### src/rtl/bp_be_pkg.sv
// bp_be_pkg: shared definitions for the back-end CLINT slice.
//   - MMIO address map (39-bit physical addresses, exact-match decode)
//   - bp_be_clint_state_e : response FSM states
//   - bp_be_mmio_req_s    : one MMIO request (write flag, address, data)
//   - bp_be_slot_addr()   : address of per-hart 8-byte register slot idx
package bp_be_pkg;

  localparam logic [38:0] bp_mmio_mtime_addr_gp          = 39'h6f_ffff_0000;
  localparam logic [38:0] bp_mmio_mtimecmp_base_addr_gp  = 39'h6f_ffff_0100;
  localparam logic [38:0] bp_mmio_msoftint_base_addr_gp  = 39'h6f_ffff_0200;

  typedef enum logic {
    e_idle = 1'b0,
    e_resp = 1'b1
  } bp_be_clint_state_e;

  typedef struct packed {
    logic        w;
    logic [38:0] addr;
    logic [63:0] data;
  } bp_be_mmio_req_s;

  // Per-hart registers are laid out as consecutive 64-bit words.
  function automatic logic [38:0] bp_be_slot_addr(input logic [38:0] base,
                                                  input int unsigned idx);
    return base + (39'(idx) << 3);
  endfunction

endpackage

### src/rtl/bp_be_clint_tick.sv
// bp_be_clint_tick: mtime prescaler.
//   Counts clk_i cycles and pulses tick_o for one cycle every tick_div_p
//   cycles (tick_o is high during the last count, so the consumer updates
//   on the edge where the counter wraps).
// Ports:
//   clk_i   - clock
//   reset_i - synchronous active-high reset, counter to 0
//   clear_i - restart the prescale period (counter to 0)
//   tick_o  - one-cycle increment strobe
module bp_be_clint_tick #(
  parameter int tick_div_p = 1
) (
  input  logic clk_i,
  input  logic reset_i,
  input  logic clear_i,
  output logic tick_o
);

  localparam logic [15:0] last_lp = 16'(tick_div_p - 1);

  logic [15:0] cnt_r;

  assign tick_o = (cnt_r == last_lp);

  // NOTE: clocked state uses non-blocking assignments so every register
  // samples pre-edge values; blocking here would create order-dependent races.
  always_ff @(posedge clk_i) begin
    if (reset_i || clear_i) begin
      cnt_r <= '0;
    end else if (tick_o) begin
      cnt_r <= '0;
    end else begin
      cnt_r <= cnt_r + 16'd1;
    end
  end

endmodule

### src/rtl/bp_be_clint.sv
// bp_be_clint: core-local interruptor (mtime / mtimecmp / msoftint).
//   Single-outstanding MMIO slave: a request is accepted in e_idle, the
//   response (read data, or 0 for writes) is held in e_resp until yumi.
//   Read data is captured at acceptance; writes land on the following edge.
//   Optional feature: define BP_BE_CLINT_MSOFTINT_EN to implement the
//   per-hart msoftint registers; otherwise those addresses are unmapped
//   and soft_irq_o is tied low.
// Ports:
//   clk_i, reset_i                     - clock, synchronous active-high reset
//   mmio_v_i/_w_i/_addr_i/_data_i      - request (valid, write, addr, data)
//   mmio_ready_o                       - request accepted when v & ready
//   mmio_resp_v_o/_data_o              - response valid / read data
//   mmio_resp_yumi_i                   - consumer takes the response
//   mtime_o                            - current mtime
//   timer_irq_o[i], soft_irq_o[i]      - per-hart machine interrupts
module bp_be_clint #(
  parameter int num_core_p = 1,
  parameter int tick_div_p = 1
) (
  input  logic                  clk_i,
  input  logic                  reset_i,
  input  logic                  mmio_v_i,
  input  logic                  mmio_w_i,
  input  logic [38:0]           mmio_addr_i,
  input  logic [63:0]           mmio_data_i,
  output logic                  mmio_ready_o,
  output logic                  mmio_resp_v_o,
  output logic [63:0]           mmio_resp_data_o,
  input  logic                  mmio_resp_yumi_i,
  output logic [63:0]           mtime_o,
  output logic [num_core_p-1:0] timer_irq_o,
  output logic [num_core_p-1:0] soft_irq_o
);

  import bp_be_pkg::*;

  bp_be_clint_state_e state_r, state_n;
  bp_be_mmio_req_s    req;
  logic               accept;

  assign req    = '{w: mmio_w_i, addr: mmio_addr_i, data: mmio_data_i};
  assign accept = mmio_v_i & mmio_ready_o;

  // ---------------------------------------------------------------- FSM
  always_ff @(posedge clk_i) begin
    if (reset_i) begin
      state_r <= e_idle;
    end else begin
      state_r <= state_n;
    end
  end

  // NOTE: every output of this block is assigned a default first, so no
  // path through the case leaves a signal unassigned (no latch).
  always_comb begin
    state_n       = state_r;
    mmio_ready_o  = 1'b0;
    mmio_resp_v_o = 1'b0;
    case (state_r)
      e_idle: begin
        mmio_ready_o = 1'b1;
        if (mmio_v_i) state_n = e_resp;
      end
      e_resp: begin
        mmio_resp_v_o = 1'b1;
        if (mmio_resp_yumi_i) state_n = e_idle;
      end
    endcase
  end

  // ------------------------------------------------------------- decode
  // Exact 39-bit match; slots at or beyond num_core_p never hit.
  logic                  mtime_hit;
  logic [num_core_p-1:0] cmp_hit;

  assign mtime_hit = (req.addr == bp_mmio_mtime_addr_gp);

  always_comb begin
    cmp_hit = '0;
    for (int i = 0; i < num_core_p; i++) begin
      cmp_hit[i] = (req.addr == bp_be_slot_addr(bp_mmio_mtimecmp_base_addr_gp, i));
    end
  end

  // -------------------------------------------------------------- mtime
  logic [63:0] mtime_r;
  logic        tick;
  logic        mtime_wr;

  assign mtime_wr = accept & req.w & mtime_hit;

  bp_be_clint_tick #(
    .tick_div_p(tick_div_p)
  ) tick_u (
    .clk_i  (clk_i),
    .reset_i(reset_i),
    .clear_i(mtime_wr),
    .tick_o (tick)
  );

  // A software write wins over a coincident tick; the prescaler restarts.
  always_ff @(posedge clk_i) begin
    if (reset_i) begin
      mtime_r <= '0;
    end else if (mtime_wr) begin
      mtime_r <= req.data;
    end else if (tick) begin
      mtime_r <= mtime_r + 64'd1;
    end
  end

  assign mtime_o = mtime_r;

  // ----------------------------------------------------------- mtimecmp
  logic [63:0] mtimecmp_r [num_core_p];

  // NOTE: this small register array is reset element by element; it maps to
  // flops, not RAM, so resetting it is legal and required (all-ones = no irq).
  always_ff @(posedge clk_i) begin
    if (reset_i) begin
      for (int i = 0; i < num_core_p; i++) begin
        mtimecmp_r[i] <= '1;
      end
    end else begin
      for (int i = 0; i < num_core_p; i++) begin
        if (accept && req.w && cmp_hit[i]) begin
          mtimecmp_r[i] <= req.data;
        end
      end
    end
  end

  always_comb begin
    timer_irq_o = '0;
    for (int i = 0; i < num_core_p; i++) begin
      timer_irq_o[i] = (mtime_r >= mtimecmp_r[i]);
    end
  end

  // ----------------------------------------------------------- msoftint
`ifdef BP_BE_CLINT_MSOFTINT_EN
  logic [num_core_p-1:0] msip_hit;
  logic [num_core_p-1:0] msip_r;

  always_comb begin
    msip_hit = '0;
    for (int i = 0; i < num_core_p; i++) begin
      msip_hit[i] = (req.addr == bp_be_slot_addr(bp_mmio_msoftint_base_addr_gp, i));
    end
  end

  // Only bit 0 of the write data is architecturally meaningful.
  always_ff @(posedge clk_i) begin
    if (reset_i) begin
      msip_r <= '0;
    end else begin
      for (int i = 0; i < num_core_p; i++) begin
        if (accept && req.w && msip_hit[i]) begin
          msip_r[i] <= req.data[0];
        end
      end
    end
  end

  assign soft_irq_o = msip_r;
`else
  assign soft_irq_o = '0;
`endif

  // ----------------------------------------------------------- read path
  logic [63:0] rdata;

  always_comb begin
    rdata = '0;
    if (mtime_hit) rdata = mtime_r;
    for (int i = 0; i < num_core_p; i++) begin
      if (cmp_hit[i]) rdata = mtimecmp_r[i];
`ifdef BP_BE_CLINT_MSOFTINT_EN
      if (msip_hit[i]) rdata = {63'b0, msip_r[i]};
`endif
    end
  end

  // Captured at acceptance so the value predates any same-cycle update,
  // and held unchanged for the whole e_resp phase.
  logic [63:0] resp_data_r;

  always_ff @(posedge clk_i) begin
    if (reset_i) begin
      resp_data_r <= '0;
    end else if (accept) begin
      resp_data_r <= req.w ? 64'd0 : rdata;
    end
  end

  assign mmio_resp_data_o = resp_data_r;

endmodule

### config.mk
export PLATFORM = sky130hd
export DESIGN_NAME = bp_be_clint
export DESIGN_NICKNAME = d
export VERILOG_FILES = /design/src/rtl/bp_be_pkg.sv /design/src/rtl/bp_be_clint_tick.sv /design/src/rtl/bp_be_clint.sv
export SDC_FILE = /design/constraint.sdc
export NUM_CORES = 1
export LEC_CHECK = 0
export CAP_MARGIN = 25
export CORE_MARGIN = 4
export CORE_UTILIZATION = 50
export CTS_CLUSTER_DIAMETER = 60
export DETAILED_ROUTE_END_ITERATION = 8
export GPL_ROUTABILITY_DRIVEN = 1
export PLACE_DENSITY = 0.79
export SYNTH_ARGS = -nofsm -noshare
export SYNTH_HDL_FRONTEND = slang
export SYNTH_HIERARCHICAL = 1
export SYNTH_SLANG_ARGS = --single-unit
### constraint.sdc
create_clock -name clk_i -period 7.5 [get_ports clk_i]
set_input_delay 1.5 -clock clk_i [delete_from_list [all_inputs] [get_ports clk_i]]
set_output_delay 1.5 -clock clk_i [all_outputs]
set_load 0.02 [all_outputs]
==> flow_summary.ini <==
[sta]
period_share_pct = 67.77
rsz0062_at_grt = no
max_slew_margin_pct = 28.52
fmax_mhz = 196.7
finalHoldViolations = 0
skew_ns = 0.01569
worstMarginPinSlew_ns = 1.068
period_needed_ns = 5.083
maxSlewViolCount = 0
finalSetupTns_ns = 0
setup_slack_ns = 2.417
setup_viol = 0

[global_routing]
antenna_found_initial = 1
first_global_vias = 9416
grt_max_degree = 68
grt_pass1_wl_mm = 49.45
overflow = 0
grtUsageTotal_pct = 25.12

[setup_path]
crit_cells = 9
cp_slowest_cell = clkdlybuf4s50_1
cp_common_cell = o21ai_0
crit_required_ns = 6.00
arrival_ns = 3.58
crit_type = reg -> out
crit_start = mtime_o[0]
reg2reg_to = mtime_o[54]
worstRegToRegCells = 10
worstSetupEndpointType = output pin
crit_end = timer_irq_o
cp-start-kind = flop
path_cells = inv_1, ha_1, nor2b_1, o21ai_0, a211oi_1, o41ai_1, a31oi_1, o21ai_0, clkdlybuf4s50_1
cpPeakStageDelay_ns = 0.67
crit_buf_inv = 2
r2r_slack_ns = 3.89
crit_family = compound AO/OA/AOI/OAI gates
crit_path_max_fanout = 6
reg2reg_from = tick_u/cnt_r[0]

[power]
p_per_area_nw_per_um2 = 166.9
power.leakage_nw = 5.645
ir_worst_vdd_mv = 0.1066

[synthesis]
ys_types = 56
yosysTopAreaCell = dfxtp_1
synth_area_um2 = 10810
synthTopCellsByArea = dfxtp_1, edfxtp_1, ha_1
async_reset_ff_share_pct = 0
synth_seq_area_share_pct = 44.65
syn-num-nets = 1350
synth_ff_type = dfxtp_1
netlist.area_leader.share_pct = 26.86
yosys_warnings = 6
ys_seq_elements = 209
syn_inst = 1175
avgSynthCellArea_um2 = 9.197
synth_enable_flop_cells = 64

[detailed_routing]
firstDrtPassIters = 5
drtAntennaViolNets = 0
drtIter0Drc = 619
via_count = 9517
wl_per_cell_um = 18.46
drt_wl_total_mm = 31.06
post-route-drc-count = 0
via_per_inst = 5.655

[min_path]
holdCritPathClass = reg -> reg

[floorplan]
die_w_um = 155.0
rows = 53
dieArea_um2 = 24030
die_y_um = 155.0
initial_core_util_pct = 51.09
core_area_um2 = 21150
boundaryPins = 240

[clock_tree]
cts_tree = done
cts_root_buf = clkbuf_16
path_clk_slew_ns = 0.06
cts_buffers = 23
post-cts-setup-buffer-count = 0
clkSinkCount = 209
cts_max_path_buffers = 3
cts_hold_buf = 0
clk_latency_ns = 0.50
htreeDepth = 1
cts.repair.resized = 0

[final_layout]
nets = 1566
num-fill-cells = 1734
layout-drive-gt1-share_pct = 5.046
fin_area_um2 = 14050
area_growth_pct = 30.05

[outcome]
status = finished, final reports clean

[placement]
finalWeightedCongestion = 0.8337
hpwlAfterDp_mm = 22.01
numPortBuffers = 238
post_dp_cell_area_um2 = 13320
place_ws_ns = 2.191

[run]
max_cap_viol_count = 0
-- worst reg2reg max path, cell delays in order, from the launching register on --
cell and delay, ns:
dfxtp_1 0.34, inv_1 0.07, ha_1 0.16, nor4b_1 0.20, and4_1 0.46, nand2_2 0.13, or4_4 0.60, nor3_2 0.83
nand4_1 0.29, xor2_1 0.22, a211oi_1 0.23
-- registers in the layout, indices dropped and copies added, names as in the netlist --
| signal | flops |
|---|---|
| state_r | 1 |
| tick_u/cnt_r | 16 |
| mtimecmp_r | 64 |
| mmio_resp_data_o | 64 |
| mtime_o | 64 |
-- power by group --
group / total, mW / leakage, nW / internal (mW) / switching (mW)
Combinational: 0.121 / 3.64 / 0.0668 / 0.0547
Clock: 1.05 / 0.349 / 0.606 / 0.443
Sequential: 1.18 / 1.65 / 1.17 / 0.00645
Total: 2.35 / 5.64 / 1.84 / 0.504
-- final cells by class --
type | instances | area [um2] | area share, %
Multi-Input combinational cell | 836 | 5436 | 38.68
Sequential cell | 209 | 4825 | 34.33
Timing Repair Buffer | 248 | 2472 | 17.59
Clock buffer | 34 | 656.9 | 4.674
Tap cell | 275 | 344.1 | 2.448
Inverter | 73 | 274.0 | 1.950
Clock inverter | 7 | 42.54 | 0.3027
Antenna cell | 1 | 2.502 | 0.01781
-- metal layers --
| layer | vias to the layer above | routed length [um] | track usage [%] |
|---|---|---|---|
| met5 | - | 0 | 0 |
| met4 | 0 | 745 | 7.443 |
| met3 | 48 | 2541 | 4.506 |
| met2 | 373 | 14690 | 41.48 |
| met1 | 4529 | 13080 | 33.83 |
| li1 | 4567 | - | - |
-- synth_stat cells (all sizes together) (2+ instances only) --
master,number
ha,67
nor2,110
or2,3
or4,4
and4,15
inv,73
o21ai,11
mux2i,2
nor4,16
clkbuf,34
and2,5
nand2b,66
edfxtp,64
a22oi,63
nand4,38
nor3,18
xor2,45
nor4b,6
nand2,171
nand3,38
nor2b,3
buf,23
a21o,11
a221oi,5
a21oi,20
or3,4
and3,8
a211oi,65
dfxtp,145
xnor2,30
-- placed cells by master (no fill, tap or decap), types with 5 or more instances in the layout --
| cell | Yosys | final |
|---|---|---|
| nor4_1 | 14 | 14 |
| o21ai_0 | 11 | 11 |
| clkdlybuf4s50_1 | 0 | 237 |
| nand4_1 | 37 | 37 |
| edfxtp_1 | 64 | 64 |
| and4_1 | 14 | 14 |
| a21o_1 | 11 | 11 |
| buf_4 | 1 | 9 |
| clkbuf_16 | 0 | 23 |
| a22oi_1 | 55 | 55 |
| xor2_1 | 45 | 45 |
| nand3_1 | 38 | 38 |
| nor3_1 | 17 | 16 |
| a22oi_2 | 8 | 8 |
| nor2_1 | 110 | 109 |
| inv_1 | 73 | 73 |
| clkbuf_1 | 33 | 7 |
| a21oi_1 | 20 | 20 |
| nand2b_1 | 66 | 66 |
| a211oi_1 | 64 | 64 |
| nand2_1 | 170 | 170 |
| nor4b_1 | 5 | 5 |
| and3_1 | 8 | 8 |
| ha_1 | 67 | 67 |
| clkinv_2 | 0 | 5 |
| a221oi_1 | 5 | 5 |
| dfxtp_1 | 145 | 145 |
| xnor2_1 | 30 | 30 |
-- per-stage QoR --
step	hold WS, ns	util (%)	total power, mW	std cells
2_1_floorplan	0.4409	-	1.239	1175
3_3_place_gp	0.4587	62.99	1.319	1640
3_5_place_dp	0.4682	62.99	1.320	1640
4_1_cts	0.4819	66.29	2.369	1681
5_1_grt	0.5127	66.43	2.424	1683
6_report	0.4779	66.43	2.346	1683
-- worst min-delay path by stage --
stage	from	end	slack, ns	cells after the start
after floorplan	tick_u/cnt_r[0]	tick_u/cnt_r[0]	0.44	1
after global placement	tick_u/cnt_r[0]	tick_u/cnt_r[0]	0.46	1
after detailed placement	tick_u/cnt_r[0]	tick_u/cnt_r[0]	0.47	1
after CTS	tick_u/cnt_r[0]	tick_u/cnt_r[0]	0.48	1
after global routing	mmio_resp_data_o[48]	mmio_resp_data_o[48]	0.51	2
final	tick_u/cnt_r[0]	tick_u/cnt_r[0]	0.48	1
-- kinds of logic after synthesis --
logic type / Yosys count / share of synthesized area, %
DFF: 209 / 44.65
xor gates and xnor gates: 75 / 6.078
adders and majority gates: 67 / 7.757
other: 1 / 0.03470
and+or+nand+nor: 509 / 23.58
buffers and inverters: 130 / 5.280
muxes: 2 / 0.1853
AOI/OAI and AO/OA: 182 / 12.44
Power figures use the tool's default switching activity.
